<file path="config.mk">
export PLATFORM = sky130hd
export DESIGN_NAME = vga_raster_flat
export DESIGN_NICKNAME = d
export VERILOG_FILES = /design/src/rtl/vga_raster_if.sv /design/src/rtl/vga_raster.sv /design/src/flat_wrapper.sv
export SDC_FILE = /design/constraint.sdc
export NUM_CORES = 1
export LEC_CHECK = 0
export CELL_PAD_IN_SITES_DETAIL_PLACEMENT = 1
export CELL_PAD_IN_SITES_GLOBAL_PLACEMENT = 1
export CORE_ASPECT_RATIO = 2
export CORE_MARGIN = 2
export CORE_UTILIZATION = 38
export DETAILED_ROUTE_END_ITERATION = 6
export GPL_TIMING_DRIVEN = 0
export PLACE_DENSITY = 0.82
export SLEW_MARGIN = 20
export SYNTH_ARGS = -nofsm -noshare
export SYNTH_HDL_FRONTEND = slang
export SYNTH_SLANG_ARGS = --single-unit
</file>
<file path="constraint.sdc">
create_clock -name CLK_100MHz -period 2.5 [get_ports CLK_100MHz]
set_input_delay 0.5 -clock CLK_100MHz [delete_from_list [all_inputs] [get_ports CLK_100MHz]]
set_output_delay 0.5 -clock CLK_100MHz [all_outputs]
set_load 0.05 [all_outputs]
</file>
<file path="src/rtl/vga_raster_if.sv">
// vga_raster_if: pixel-source and DAC-side signals of the raster generator.
// master = vga_raster (drives position/pins), slave = game logic / pins.
interface vga_raster_if;
    logic [7:0]  Pixel;
    logic [11:0] Column;
    logic [11:0] Row;
    logic        HSync;
    logic        VSync;
    logic [2:0]  Red;
    logic [2:0]  Green;
    logic [1:0]  Blue;
    logic        FrameStart;

    modport master (
        input  Pixel,
        output Column, Row, HSync, VSync,
        output Red, Green, Blue, FrameStart
    );

    modport slave (
        output Pixel,
        input  Column, Row, HSync, VSync,
        input  Red, Green, Blue, FrameStart
    );
endinterface

</file>
<file path="src/rtl/vga_raster.sv">
// vga_raster: VGA raster timing generator. Scans hc/vc, publishes them on
// Column/Row, samples the RRRGGGBB Pixel and registers RGB + syncs.
// Ports: CLK_100MHz, RST_n (sync, active-low), vga (vga_raster_if.master:
//   Pixel in; Column, Row, HSync, VSync, Red, Green, Blue, FrameStart out),
//   PatternSel in (only with VGA_TEST_PATTERN_EN defined: colour-bar source).
module vga_raster #(
    parameter int   H_ACTIVE = 1024,
    parameter int   H_FP     = 24,
    parameter int   H_SYNC   = 136,
    parameter int   H_BP     = 160,
    parameter int   V_ACTIVE = 768,
    parameter int   V_FP     = 3,
    parameter int   V_SYNC   = 6,
    parameter int   V_BP     = 29,
    parameter int   PIX_DIV  = 1,
    parameter logic SYNC_POL = 1'b0
) (
    input  logic         CLK_100MHz,
    input  logic         RST_n,
    vga_raster_if.master vga
`ifdef VGA_TEST_PATTERN_EN
    ,
    input  logic         PatternSel
`endif
);

    localparam int H_TOTAL = H_ACTIVE + H_FP + H_SYNC + H_BP;
    localparam int V_TOTAL = V_ACTIVE + V_FP + V_SYNC + V_BP;
    localparam int DIV_W   = (PIX_DIV > 1) ? $clog2(PIX_DIV) : 1;

    localparam logic [11:0] H_LAST = 12'(H_TOTAL - 1);
    localparam logic [11:0] V_LAST = 12'(V_TOTAL - 1);
    localparam logic [11:0] H_VIS  = 12'(H_ACTIVE);
    localparam logic [11:0] V_VIS  = 12'(V_ACTIVE);
    localparam logic [11:0] HS_BEG = 12'(H_ACTIVE + H_FP);
    localparam logic [11:0] HS_END = 12'(H_ACTIVE + H_FP + H_SYNC);
    localparam logic [11:0] VS_BEG = 12'(V_ACTIVE + V_FP);
    localparam logic [11:0] VS_END = 12'(V_ACTIVE + V_FP + V_SYNC);

    localparam logic [DIV_W-1:0] DIV_LAST = DIV_W'(PIX_DIV - 1);

    logic [DIV_W-1:0] div;
    logic [11:0]      hc;
    logic [11:0]      vc;
    logic             pe;
    logic             h_wrap;
    logic             v_wrap;
    logic             vis;
    logic             hs;
    logic             vs;
    logic [7:0]       pix;

    logic [2:0]       red_q;
    logic [2:0]       green_q;
    logic [1:0]       blue_q;
    logic             hsync_q;
    logic             vsync_q;
    logic             fs_q;

    // With PIX_DIV=1 the divider is stuck at 0 == DIV_LAST, so pe is constant 1.
    assign pe     = (div == DIV_LAST);
    assign h_wrap = (hc == H_LAST);
    assign v_wrap = (vc == V_LAST);
    assign vis    = (hc < H_VIS) && (vc < V_VIS);
    assign hs     = (hc >= HS_BEG) && (hc < HS_END);
    assign vs     = (vc >= VS_BEG) && (vc < VS_END);

`ifdef VGA_TEST_PATTERN_EN
    logic [7:0] bar;

    // Eight 128-pixel-wide bars indexed by hc[9:7].
    always_comb begin
        bar = 8'h00;
        case (hc[9:7])
            3'd0:    bar = 8'hFF;
            3'd1:    bar = 8'hFC;
            3'd2:    bar = 8'h1F;
            3'd3:    bar = 8'h1C;
            3'd4:    bar = 8'hE3;
            3'd5:    bar = 8'hE0;
            3'd6:    bar = 8'h03;
            default: bar = 8'h00;
        endcase
    end

    assign pix = PatternSel ? bar : vga.Pixel;
`else
    assign pix = vga.Pixel;
`endif

    always_ff @(posedge CLK_100MHz) begin
        if (!RST_n) begin
            div <= '0;
        end else if (pe) begin
            div <= '0;
        end else begin
            div <= div + DIV_W'(1);
        end
    end

    always_ff @(posedge CLK_100MHz) begin
        if (!RST_n) begin
            hc <= '0;
            vc <= '0;
        end else if (pe) begin
            if (h_wrap) begin
                hc <= '0;
                vc <= v_wrap ? 12'd0 : vc + 12'd1;
            end else begin
                hc <= hc + 12'd1;
            end
        end
    end

    // Colour and syncs share one register stage so they stay aligned.
    always_ff @(posedge CLK_100MHz) begin
        if (!RST_n) begin
            red_q   <= '0;
            green_q <= '0;
            blue_q  <= '0;
            hsync_q <= ~SYNC_POL;
            vsync_q <= ~SYNC_POL;
            fs_q    <= 1'b0;
        end else begin
            fs_q <= pe && h_wrap && v_wrap;
            if (pe) begin
                red_q   <= vis ? pix[7:5] : 3'd0;
                green_q <= vis ? pix[4:2] : 3'd0;
                blue_q  <= vis ? pix[1:0] : 2'd0;
                hsync_q <= hs ? SYNC_POL : ~SYNC_POL;
                vsync_q <= vs ? SYNC_POL : ~SYNC_POL;
            end
        end
    end

    assign vga.Column     = hc;
    assign vga.Row        = vc;
    assign vga.Red        = red_q;
    assign vga.Green      = green_q;
    assign vga.Blue       = blue_q;
    assign vga.HSync      = hsync_q;
    assign vga.VSync      = vsync_q;
    assign vga.FrameStart = fs_q;

endmodule
</file>
<file path="src/flat_wrapper.sv">
// flat-port wrapper written by rule: the top's interface ports become plain ports
module vga_raster_flat 
#(
    parameter int   H_ACTIVE = 1024,
    parameter int   H_FP     = 24,
    parameter int   H_SYNC   = 136,
    parameter int   H_BP     = 160,
    parameter int   V_ACTIVE = 768,
    parameter int   V_FP     = 3,
    parameter int   V_SYNC   = 6,
    parameter int   V_BP     = 29,
    parameter int   PIX_DIV  = 1,
    parameter logic SYNC_POL = 1'b0
)
  (CLK_100MHz, RST_n, vga_Pixel, vga_Column, vga_Row, vga_HSync, vga_VSync, vga_Red, vga_Green, vga_Blue, vga_FrameStart);
  vga_raster_if vga_i ();
  input  logic CLK_100MHz;
  input  logic RST_n;
  input wire logic [$bits(vga_i.Pixel)-1:0] vga_Pixel;
  output wire logic [$bits(vga_i.Column)-1:0] vga_Column;
  output wire logic [$bits(vga_i.Row)-1:0] vga_Row;
  output wire logic [$bits(vga_i.HSync)-1:0] vga_HSync;
  output wire logic [$bits(vga_i.VSync)-1:0] vga_VSync;
  output wire logic [$bits(vga_i.Red)-1:0] vga_Red;
  output wire logic [$bits(vga_i.Green)-1:0] vga_Green;
  output wire logic [$bits(vga_i.Blue)-1:0] vga_Blue;
  output wire logic [$bits(vga_i.FrameStart)-1:0] vga_FrameStart;
  assign vga_i.Pixel = vga_Pixel;
  assign vga_Column = vga_i.Column;
  assign vga_Row = vga_i.Row;
  assign vga_HSync = vga_i.HSync;
  assign vga_VSync = vga_i.VSync;
  assign vga_Red = vga_i.Red;
  assign vga_Green = vga_i.Green;
  assign vga_Blue = vga_i.Blue;
  assign vga_FrameStart = vga_i.FrameStart;
  vga_raster #(.H_ACTIVE(H_ACTIVE), .H_FP(H_FP), .H_SYNC(H_SYNC), .H_BP(H_BP), .V_ACTIVE(V_ACTIVE), .V_FP(V_FP), .V_SYNC(V_SYNC), .V_BP(V_BP), .PIX_DIV(PIX_DIV), .SYNC_POL(SYNC_POL)) u_core (.CLK_100MHz(CLK_100MHz), .RST_n(RST_n), .vga(vga_i));
endmodule
</file>
# Yosys cells after proc, flatten, opt, wreduce, memory -nomap -nowiden
# Index checks and enable logic that the tools add are counted.
[totals]
in_bits = 10
ramBits = 0
n_memories = 0
latch_bits = 0
register_bits = 36
elab_cells = 35
mem_bits_ro = 0
[op_classes]
mux = 7
add_sub_neg = 3
reduce_logical = 7
n_div = 0
n_bitwise = 1
n_eq_ne = 2
n_shift = 0
n_mul = 0
order_cmp = 6
[op_table]
columns = ["operator", "count"]
rows = [
  ["$add A12 B1 Y12 const B", 2],
  ["$lt A12 B10 Y1 const B", 2],
  ["$lt A12 B11 Y1 const B", 2],
  ["$mux W12", 2],
  ["$eq A12 B10 Y1 const B", 1],
  ["$eq A12 B11 Y1 const B", 1],
  ["$ge A12 B10 Y1 const B", 1],
  ["$ge A12 B11 Y1 const B", 1],
  ["$mux W3", 2],
  ["$logic_and A1 B1 Y1", 5],
  ["$reduce_and A2 Y1", 2],
  ["$mux W1", 2],
  ["$mux W2", 1],
  ["$add A1 B1 Y1 const B", 1],
  ["$not A1 Y1", 1],
]

# Depth between registers and ports, before layout
# Gate-level depths: netlist of run 1.
[depth]
word_depth = 3
mapped_depth = 7

# Worst setup path after synthesis of run 1
# No wires, ideal clock.
[synth_timing]
path_kind = "reg-to-reg"
startpoint = "reg u_core.hc[0], in the netlist u_core.vga.Column[0]"
endpoint = "reg u_core.vc[4], in the netlist u_core.vga.Row[4]"
n_path_buf = 2
slack_ps = 523
synth_period_minus_slack_ps = 1977
arrival_time_ps = 1852
required_time_ps = 2375
path_stages_with_launch = 8
cell_sequence = "dfxtp_1 ha_1 and3b_2 nand4_4 buf_6 buf_2 o31ai_1 a21oi_1"
[synth_between]
elab_chain_cells = 2
[synth_lines]
columns = ["element", "line_no", "text"]
rows = [
  ["from (decl)", "vga_raster.sv:43", "logic [11:0] hc;"],
  ["from (signal assigned)", "vga_raster.sv:110", "hc <= hc + 12'd1;"],
  ["$eq A12 B11 Y1", "vga_raster.sv:62", "assign h_wrap = (hc == H_LAST);"],
  ["$reduce_and A2 Y1 (no source line)", "-", ""],
  ["to (signal assigned)", "vga_raster.sv:108", "vc <= v_wrap ? 12'd0 : vc + 12'd1;"],
  ["to (decl)", "vga_raster.sv:44", "logic [11:0] vc;"],
]
# Every way passes these cells.
# A chain may end at the register's enable or synchronous reset.

# Worst setup path after layout of run 1
[layout_timing]
startpoint = "reg u_core.hc[7], in the netlist u_core.vga.Column[7]"
endpoint = "out vga_Column[7]"
[layout_lines]
columns = ["element", "line_no", "text"]
rows = [
  ["to (decl)", "flat_wrapper.sv:20", "output wire logic [$bits(vga_i.Column)-1:0] vga_Column;"],
]
# No word-level cell between the ends.

==> qor.txt, run 1 <==
SETUP PATH
-------------------------------------------------------------------------------------------------
Sort of element at the start of the critical path ..................................         flop
Critical path fanouts, max .........................................................            8
Worst endpoint required time .......................................................      2000 ps
R2R setup slack ....................................................................       650 ps
Endpoint kind of the worst setup timing path ....................................... primary output
Stage delay of the slowest cell on the critical path ...............................       870 ps
Arr. time, crit path ...............................................................      1670 ps
Reg-to-reg critical path startpoint ................................................ u_core.vga.Column[0]
Endpoint of the lowest-slack register-to-register path ............................. u_core.vga.Column[10]
Critical path buffers and inverters ................................................            1
Cell chain of the critical path .................................................... clkdlybuf4s50_1
Worst setup path category .......................................................... flop to primary output
Number of cells on the worst reg-to-reg path .......................................            7
Max stage delay cell, worst path ................................................... sky130_fd_sc_hd__clkdlybuf4s50_1
Top Family by Delay on Critical Path ............................................... buffers and inverters

SYNTH
-------------------------------------------------------------------------------------------------
Main flop type after synthesis ..................................................... sky130_fd_sc_hd__dfxtp_1
Number of distinct library cell variants in the gate-level netlist after synthesis .           41
Sequential share of the synthesized area ...........................................        43.2%
Total standard cell area after synthesis ...........................................    1670 um^2
Nets in the synthesized netlist ....................................................          200
Share of flip-flops with an asynchronous set or reset ..............................           0%
Fraction of post-synthesis cell area in the top cell type by area ..................        43.2%
Synthesized flop and latch total ...................................................           36
Count of flip-flops with a built-in enable after synthesis .........................            0
Dominant cells by area after synthesis ............................................. sky130_fd_sc_hd__dfxtp_1 (43%), sky130_fd_sc_hd__nor2_1 (5.9%), sky130_fd_sc_hd__a22oi_1 (4.1%)
Leading cell type by number of instances after synthesis ........................... sky130_fd_sc_hd__dfxtp_1
Top cell type by total area after synthesis ........................................ sky130_fd_sc_hd__dfxtp_1
Syn Area/Cell ......................................................................    8.96 um^2
Yosys synthesis warning count ......................................................            0
Leading post-synthesis cells by instance count ..................................... sky130_fd_sc_hd__dfxtp_1 (36), sky130_fd_sc_hd__nor2_1 (26), sky130_fd_sc_hd__a21oi_1 (10), sky130_fd_sc_hd__a22oi_1 (9), sky130_fd_sc_hd__o21ai_0 (8)
Number of instances in the synthesized netlist .....................................          186

ROUTE
-------------------------------------------------------------------------------------------------
Mean routed wirelength per cell ....................................................      16.0 um
Count of antenna-violating nets left after detailed routing ........................            0
Final wirelength ...................................................................      4680 um
Detailed-routing iteration count for the pre-antenna-repair pass ...................            4
Detailed-route via count ...........................................................         1610
Drt drc ............................................................................            0
Iteration-0 DRC Markers ............................................................           15
Detailed-route vias per instance ...................................................         5.51

STA
-------------------------------------------------------------------------------------------------
Maximum frequency from static timing analysis ......................................      460 MHz
Actual slew at the worst max-slew pin ..............................................       529 ps
Share of the cycle needed by the critical path after routing .......................        86.9%
Number of failing setup endpoints in the final timing report .......................            0
Final Hold Violating Endpoints .....................................................            0
Smallest setup slack after layout ..................................................       328 ps
Final max-slew violation count .....................................................            0
Worst Clk Skew .....................................................................      6.86 ps
Post-layout min period .............................................................      2170 ps
Setup TNS Final ....................................................................         0 ps
RSZ-0062 raised after global routing ...............................................        false
Max-slew headroom at the worst pin .................................................        64.6%

GLOBAL ROUTE
-------------------------------------------------------------------------------------------------
Antenna violations before repair ...................................................            0
Maximum number of pins on one net before global-route repair .......................           12
Congestion Overflow GR .............................................................            0
Via count of the first global-routing pass .........................................         1716
Global-route wire length before repair .............................................      8260 um
Global router's overall resource usage .............................................        21.4%

FLOORPLANNING
-------------------------------------------------------------------------------------------------
Chip width .........................................................................      50.8 um
Io pins ............................................................................           45
Std cell rows ......................................................................           34
Die Area ...........................................................................    4960 um^2
Initial cell density of the core ...................................................        38.8%
Die extent in y ....................................................................      97.7 um
Core Region ........................................................................    4300 um^2

HOLD PATH
-------------------------------------------------------------------------------------------------
Source of the worst hold timing path ............................................... u_core.vga.VSync
Hold path endpoint ................................................................. u_core.vga.VSync
Worst Hold Depth ...................................................................            2
Class of the most critical hold timing path ........................................ flop to flop

CTS
-------------------------------------------------------------------------------------------------
Clk pin slew, worst setup/hold paths ...............................................        70 ps
Htree depth ........................................................................            2
Setup fix buffers added after clock tree synthesis .................................            0
Hold-fix buffer count after cts ....................................................            0
Root Buffer Master ................................................................. sky130_fd_sc_hd__clkbuf_8
TritonCTS clock tree ...............................................................         done
Insertion delay of the later-clocked pin in the worst-skew pair ....................       290 ps
Clock buffers created by TritonCTS .................................................            5
Clock tree sinks ...................................................................           36
# resized after CTS ................................................................            0
Worst-case clock buffer depth ......................................................            2

POWER
-------------------------------------------------------------------------------------------------
Power Dens Cells ...................................................................  547 nW/um^2
Switching pwr ......................................................................     0.284 mW
Power share of the combinational group .............................................         8.1%
Maximum vdd drop ...................................................................     0.537 mV
Internal power .....................................................................     0.975 mW
Relative contribution of sequential cells to total power ...........................        47.0%
Net switching share of the total power .............................................        22.5%
Leakage power of the design ........................................................     0.811 nW
Clk pwr share ......................................................................        44.9%

PLACED DESIGN
-------------------------------------------------------------------------------------------------
Global placement routability congestion ............................................        0.768
Placement Setup Slack ..............................................................       631 ps
Final HPWL DP ......................................................................      3590 um
Number of I/O port buffers .........................................................           44
DP Area ............................................................................    2170 um^2

LAYOUT
-------------------------------------------------------------------------------------------------
Final design instance area without fill ............................................    2300 um^2
Layout overhead on the synthesized area ............................................        38.1%
Final layout net count .............................................................          251
Antenna Diode Count ................................................................            0
Layout cell share with drive strength beyond 1 .....................................        8.40%
Filler cell count ..................................................................          511

FLOW RUN
-------------------------------------------------------------------------------------------------
Max-Cap Viols ......................................................................            0

OUTCOME
-------------------------------------------------------------------------------------------------
Result of the run .................................................................. finished clean

-- worst max-delay path by stage --
stage | from | end | slack (ps) | cells past startpoint
6_report | u_core.vga.Column[7] | vga_Column[7] | 330 | 1
5_1_grt | u_core.vga.Column[7] | vga_Column[7] | 290 | 1
4_1_cts | u_core.vga.Column[7] | vga_Column[7] | 310 | 1
3_5_place_dp | u_core.vga.Column[7] | vga_Column[7] | 630 | 1
3_3_place_gp | u_core.vga.Column[0] | u_core.vga.Column[10] | 630 | 7
2_1_floorplan | u_core.vga.Column[0] | u_core.vga.Row[4] | 520 | 7
-- stage by stage --
step | total power [mW] | cells | util, % | hold slack (ps)
3_5_place_dp | 0.708 | 284 | 50.6 | 501
4_1_cts | 1.27 | 292 | 53.6 | 513
6_report | 1.26 | 292 | 53.6 | 516
3_3_place_gp | 0.706 | 284 | 50.6 | 476
5_1_grt | 1.30 | 292 | 53.6 | 559
2_1_floorplan | 0.663 | 186 | - | 554
-- cell families (layout without fill, tap and decap cells) --
group | Yosys count | in the layout | share of synthesized area [%]
simple gates | 82 | 82 | 29.0
other cells | 1 | 1 | 0.225
compound gates | 37 | 37 | 14.3
flops | 36 | 36 | 43.2
xor+xnor | 11 | 11 | 5.78
fa+ha+maj | 4 | 4 | 3.00
buf+inv | 14 | 66 | 3.90
mux | 1 | 1 | 0.601
-- cell type report --
cell class	count	area (um^2)	share of cell area, %
multi-input cells	136	881	38.3
flip-flops and latches	36	721	31.3
repair buffers	44	440	19.1
clock buffers	7	96.3	4.19
well taps	54	67.6	2.94
plain buffers	8	42.5	1.85
clock inverters	1	30.0	1.31
inverters	6	22.5	0.979
-- per-layer routing --
metal | vias up | GRT usage, % | routed length, um
li1 | 778 | - | -
met1 | 794 | 22.3 | 1670
met2 | 28 | 40.9 | 2790
met3 | 10 | 2.92 | 111
met4 | 0 | 8.11 | 107
met5 | - | 0 | 0
-- flip-flops by register name, summed over array words and instances, names as in the netlist --
signal,count
u_core.vga.HSync,1
u_core.vga.Row,12
u_core.vga.FrameStart,1
u_core.vga.Column,12
u_core.vga.Green,3
u_core.vga.VSync,1
u_core.div,1
u_core.vga.Red,3
u_core.vga.Blue,2
-- placed cells by master, fill, tap and decap left out, types with 2 or more instances in the layout --
cell                              synthesis  final
sky130_fd_sc_hd__nand2_1                  7      7
sky130_fd_sc_hd__xnor2_1                  5      5
sky130_fd_sc_hd__dfxtp_1                 36     36
sky130_fd_sc_hd__or4_1                    5      5
sky130_fd_sc_hd__xor2_1                   6      6
sky130_fd_sc_hd__clkdlybuf4s50_1          0     44
sky130_fd_sc_hd__nand3_1                  7      7
sky130_fd_sc_hd__and3_2                   2      2
sky130_fd_sc_hd__clkbuf_8                 0      7
sky130_fd_sc_hd__a22oi_1                  9      9
sky130_fd_sc_hd__and4b_1                  2      2
sky130_fd_sc_hd__or3_1                    6      6
sky130_fd_sc_hd__inv_1                    6      6
sky130_fd_sc_hd__and2_1                   4      4
sky130_fd_sc_hd__nand4_1                  5      5
sky130_fd_sc_hd__and4_1                   2      2
sky130_fd_sc_hd__buf_2                    4      4
sky130_fd_sc_hd__ha_1                     4      4
sky130_fd_sc_hd__a21oi_1                 10     10
sky130_fd_sc_hd__o21ai_0                  8      8
sky130_fd_sc_hd__nor3_1                   5      5
sky130_fd_sc_hd__o31ai_1                  5      5
sky130_fd_sc_hd__clkbuf_1                 3      3
sky130_fd_sc_hd__nor2_1                  26     26
-- power groups by stage --
stage / registers [mW] / clock network (mW) / logic, mW
2_1_floorplan: 0.637 / 0 / 0.0267
3_3_place_gp: 0.604 / 0 / 0.101
3_5_place_dp: 0.605 / 0 / 0.103
4_1_cts: 0.592 / 0.578 / 0.104
5_1_grt: 0.594 / 0.596 / 0.109
6_report: 0.592 / 0.566 / 0.102
Note: power is estimated with default switching activity, not from simulation.
==> run 2, diff against run 1 <==
CAP_MARGIN = 0   (was unset)
PLACE_DENSITY = 0.83   (was 0.82)
==> run 2 against run 1 <==
Compared with the run above: sequential share of layout area is 0.45 points higher; hold slack lost 13 ps; sequential cell count is the same; clock-buffer cell count did not move; via count is 2.4% lower; final area down 1.4%; worst setup slack got worse by 9.9 ps; critical path depth stayed put; clock skew is 2.3 ps higher; die area did not move; register-to-register slack worse by 60 ps; critical path type unchanged.
==> qor.txt, run 2 (synthesis gave the netlist of run 1 again) <==
SETUP PATH
-------------------------------------------------------------------------------
Worst endpoint required time .....................................      2000 ps
Top Family by Delay on Critical Path ............................. buffers and inverters
Stage delay of the slowest cell on the critical path .............       870 ps
Sort of element at the start of the critical path ................         flop
Cell chain of the critical path .................................. clkdlybuf4s50_1
Critical Path Source ............................................. u_core.vga.Column[7]
Endpoint kind of the worst setup timing path ..................... primary output
Worst setup path category ........................................ flop to primary output
Max stage delay cell, worst path ................................. sky130_fd_sc_hd__clkdlybuf4s50_1
Critical path fanouts, max .......................................            8
Arr. time, crit path .............................................      1680 ps
Reg-to-reg critical path startpoint .............................. u_core.vga.Column[0]
Critical path buffers and inverters ..............................            1

STA
-------------------------------------------------------------------------------
Share of the cycle needed by the critical path after routing .....        87.3%
Worst Clk Skew ...................................................      9.11 ps
Post-layout min period ...........................................      2180 ps
Actual slew at the worst max-slew pin ............................       533 ps
Final max-slew violation count ...................................            0
RSZ-0062 raised after global routing .............................        false
Max-slew headroom at the worst pin ...............................        64.3%
Number of failing setup endpoints in the final timing report .....            0
Setup TNS Final ..................................................         0 ps
Final Hold Violating Endpoints ...................................            0
Maximum frequency from static timing analysis ....................      458 MHz

LAYOUT
-------------------------------------------------------------------------------
Count of non-filler cells in the finished layout .................          292
Final layout net count ...........................................          251
Antenna Diode Count ..............................................            0
Seq. cell area ...................................................     721 um^2
Layout overhead on the synthesized area ..........................        36.1%
Area used by multi-input combinational logic .....................     881 um^2
Filler cell count ................................................          518
Layout cell share with drive strength beyond 1 ...................        7.98%
Commonest non-fill, non-tap cell in the layout ................... sky130_fd_sc_hd__clkdlybuf4s50_1
Most used cells in the layout excluding fill and tap cells ....... sky130_fd_sc_hd__clkdlybuf4s50_1 (44), sky130_fd_sc_hd__dfxtp_1 (36), sky130_fd_sc_hd__nor2_1 (26), sky130_fd_sc_hd__a21oi_1 (10), sky130_fd_sc_hd__a22oi_1 (9)

CTS
-------------------------------------------------------------------------------
Hold-fix buffer count after cts ..................................            0
Insertion delay of the later-clocked pin in the worst-skew pair ..       300 ps
Setup fix buffers added after clock tree synthesis ...............            0
Clk pin slew, worst setup/hold paths .............................        70 ps
Htree depth ......................................................            2
# resized after CTS ..............................................            0
Root Buffer Master ............................................... sky130_fd_sc_hd__clkbuf_8
Clock buffers created by TritonCTS ...............................            5
TritonCTS clock tree .............................................         done
Clock tree sinks .................................................           36
Worst-case clock buffer depth ....................................            2

PLACED DESIGN
-------------------------------------------------------------------------------
Number of I/O port buffers .......................................           44
Post-Place Cells .................................................          284
Global placement routability congestion ..........................        0.750
Final HPWL DP ....................................................      3530 um

HOLD PATH
-------------------------------------------------------------------------------
Class of the most critical hold timing path ...................... flop to flop
Source of the worst hold timing path ............................. u_core.vga.HSync

ROUTE
-------------------------------------------------------------------------------
Detailed-route via count .........................................         1572
Final wirelength .................................................      4660 um
Iteration-0 DRC Markers ..........................................           12
Count of antenna-violating nets left after detailed routing ......            0
Detailed-route vias per instance .................................         5.38
Drt drc ..........................................................            0
Detailed-routing iteration count for the pre-antenna-repair pass .            3
Mean routed wirelength per cell ..................................      16.0 um

OUTCOME
-------------------------------------------------------------------------------
Result of the run ................................................ finished clean

POWER
-------------------------------------------------------------------------------
Maximum vdd drop .................................................     0.467 mV
Leakage power of the design ......................................     0.791 nW
Power Dens Cells .................................................  500 nW/um^2

FLOORPLANNING
-------------------------------------------------------------------------------
Die extent in y ..................................................      97.7 um
Core Region ......................................................    4300 um^2
Io pins ..........................................................           45
Die Area .........................................................    4960 um^2
Initial cell density of the core .................................        38.8%
Std cell rows ....................................................           34
Chip width .......................................................      50.8 um

GLOBAL ROUTE
-------------------------------------------------------------------------------
Antenna violations before repair .................................            0
Congestion Overflow GR ...........................................            0
Maximum number of pins on one net before global-route repair .....           12
Global-route wire length before repair ...........................      7920 um
Via count of the first global-routing pass .......................         1615
Global router's overall resource usage ...........................        21.3%

FLOW RUN
-------------------------------------------------------------------------------
Max-Cap Viols ....................................................            0

-- run 2: cell types whose count changed in the layout (fill, tap and decap cells not counted) --
cell	previous run	this run
sky130_fd_sc_hd__clkinvlp_4	0	1
sky130_fd_sc_hd__clkbuf_1	3	4
sky130_fd_sc_hd__clkbuf_8	7	6
sky130_fd_sc_hd__bufinv_16	1	0
-- run 2: area by class of cell --
cell class              instances  share of cell area (%)
plain buffers                   8                    1.88
flip-flops and latches         36                    31.8
clock inverters                 1                   0.331
inverters                       6                   0.993
well taps                      54                    2.98
repair buffers                 44                    19.4
clock buffers                   7                    3.81
multi-input cells             136                    38.8
-- run 2: through the flow --
step | area [um^2] | util [%] | total power, mW | hold WS (ps) | setup WS, ps
after global routing | 2270 | 52.8 | 1.18 | 551 | 260
after global placement | 2170 | 50.6 | 0.706 | 476 | 606
after CTS | 2270 | 52.8 | 1.15 | 505 | 310
final | 2270 | 52.8 | 1.13 | 503 | 318
after detailed placement | 2170 | 50.6 | 0.708 | 486 | 575
after floorplan | 1670 | - | 0.663 | 554 | 523
-- run 2: final timing paths --
kind / end / slack [ps] / depth (start not counted)
worst max-delay path: vga_Column[7] / 320 / 1
worst min-delay path: u_core.vga.HSync / 500 / 2
worst max register to register: u_core.vga.Column[10] / 590 / 7
worst min register to register: u_core.vga.HSync / 500 / 2
-- run 2: report_power, final --
group / leakage, nW / switching, mW / internal, mW
registers: 0.292 / 0.00819 / 0.584
logic: 0.454 / 0.0625 / 0.0397
clock network: 0.0445 / 0.217 / 0.224
-- run 2: per-layer routing --
metal  routed length (um)  vias to the layer above  global-route usage [%]
li1                     -                      773                       -
met1                 1690                      759                    21.6
met2                 2710                       28                    39.6
met3                  120                       12                    3.69
met4                  140                        0                    10.6
met5                    0                        -                       0
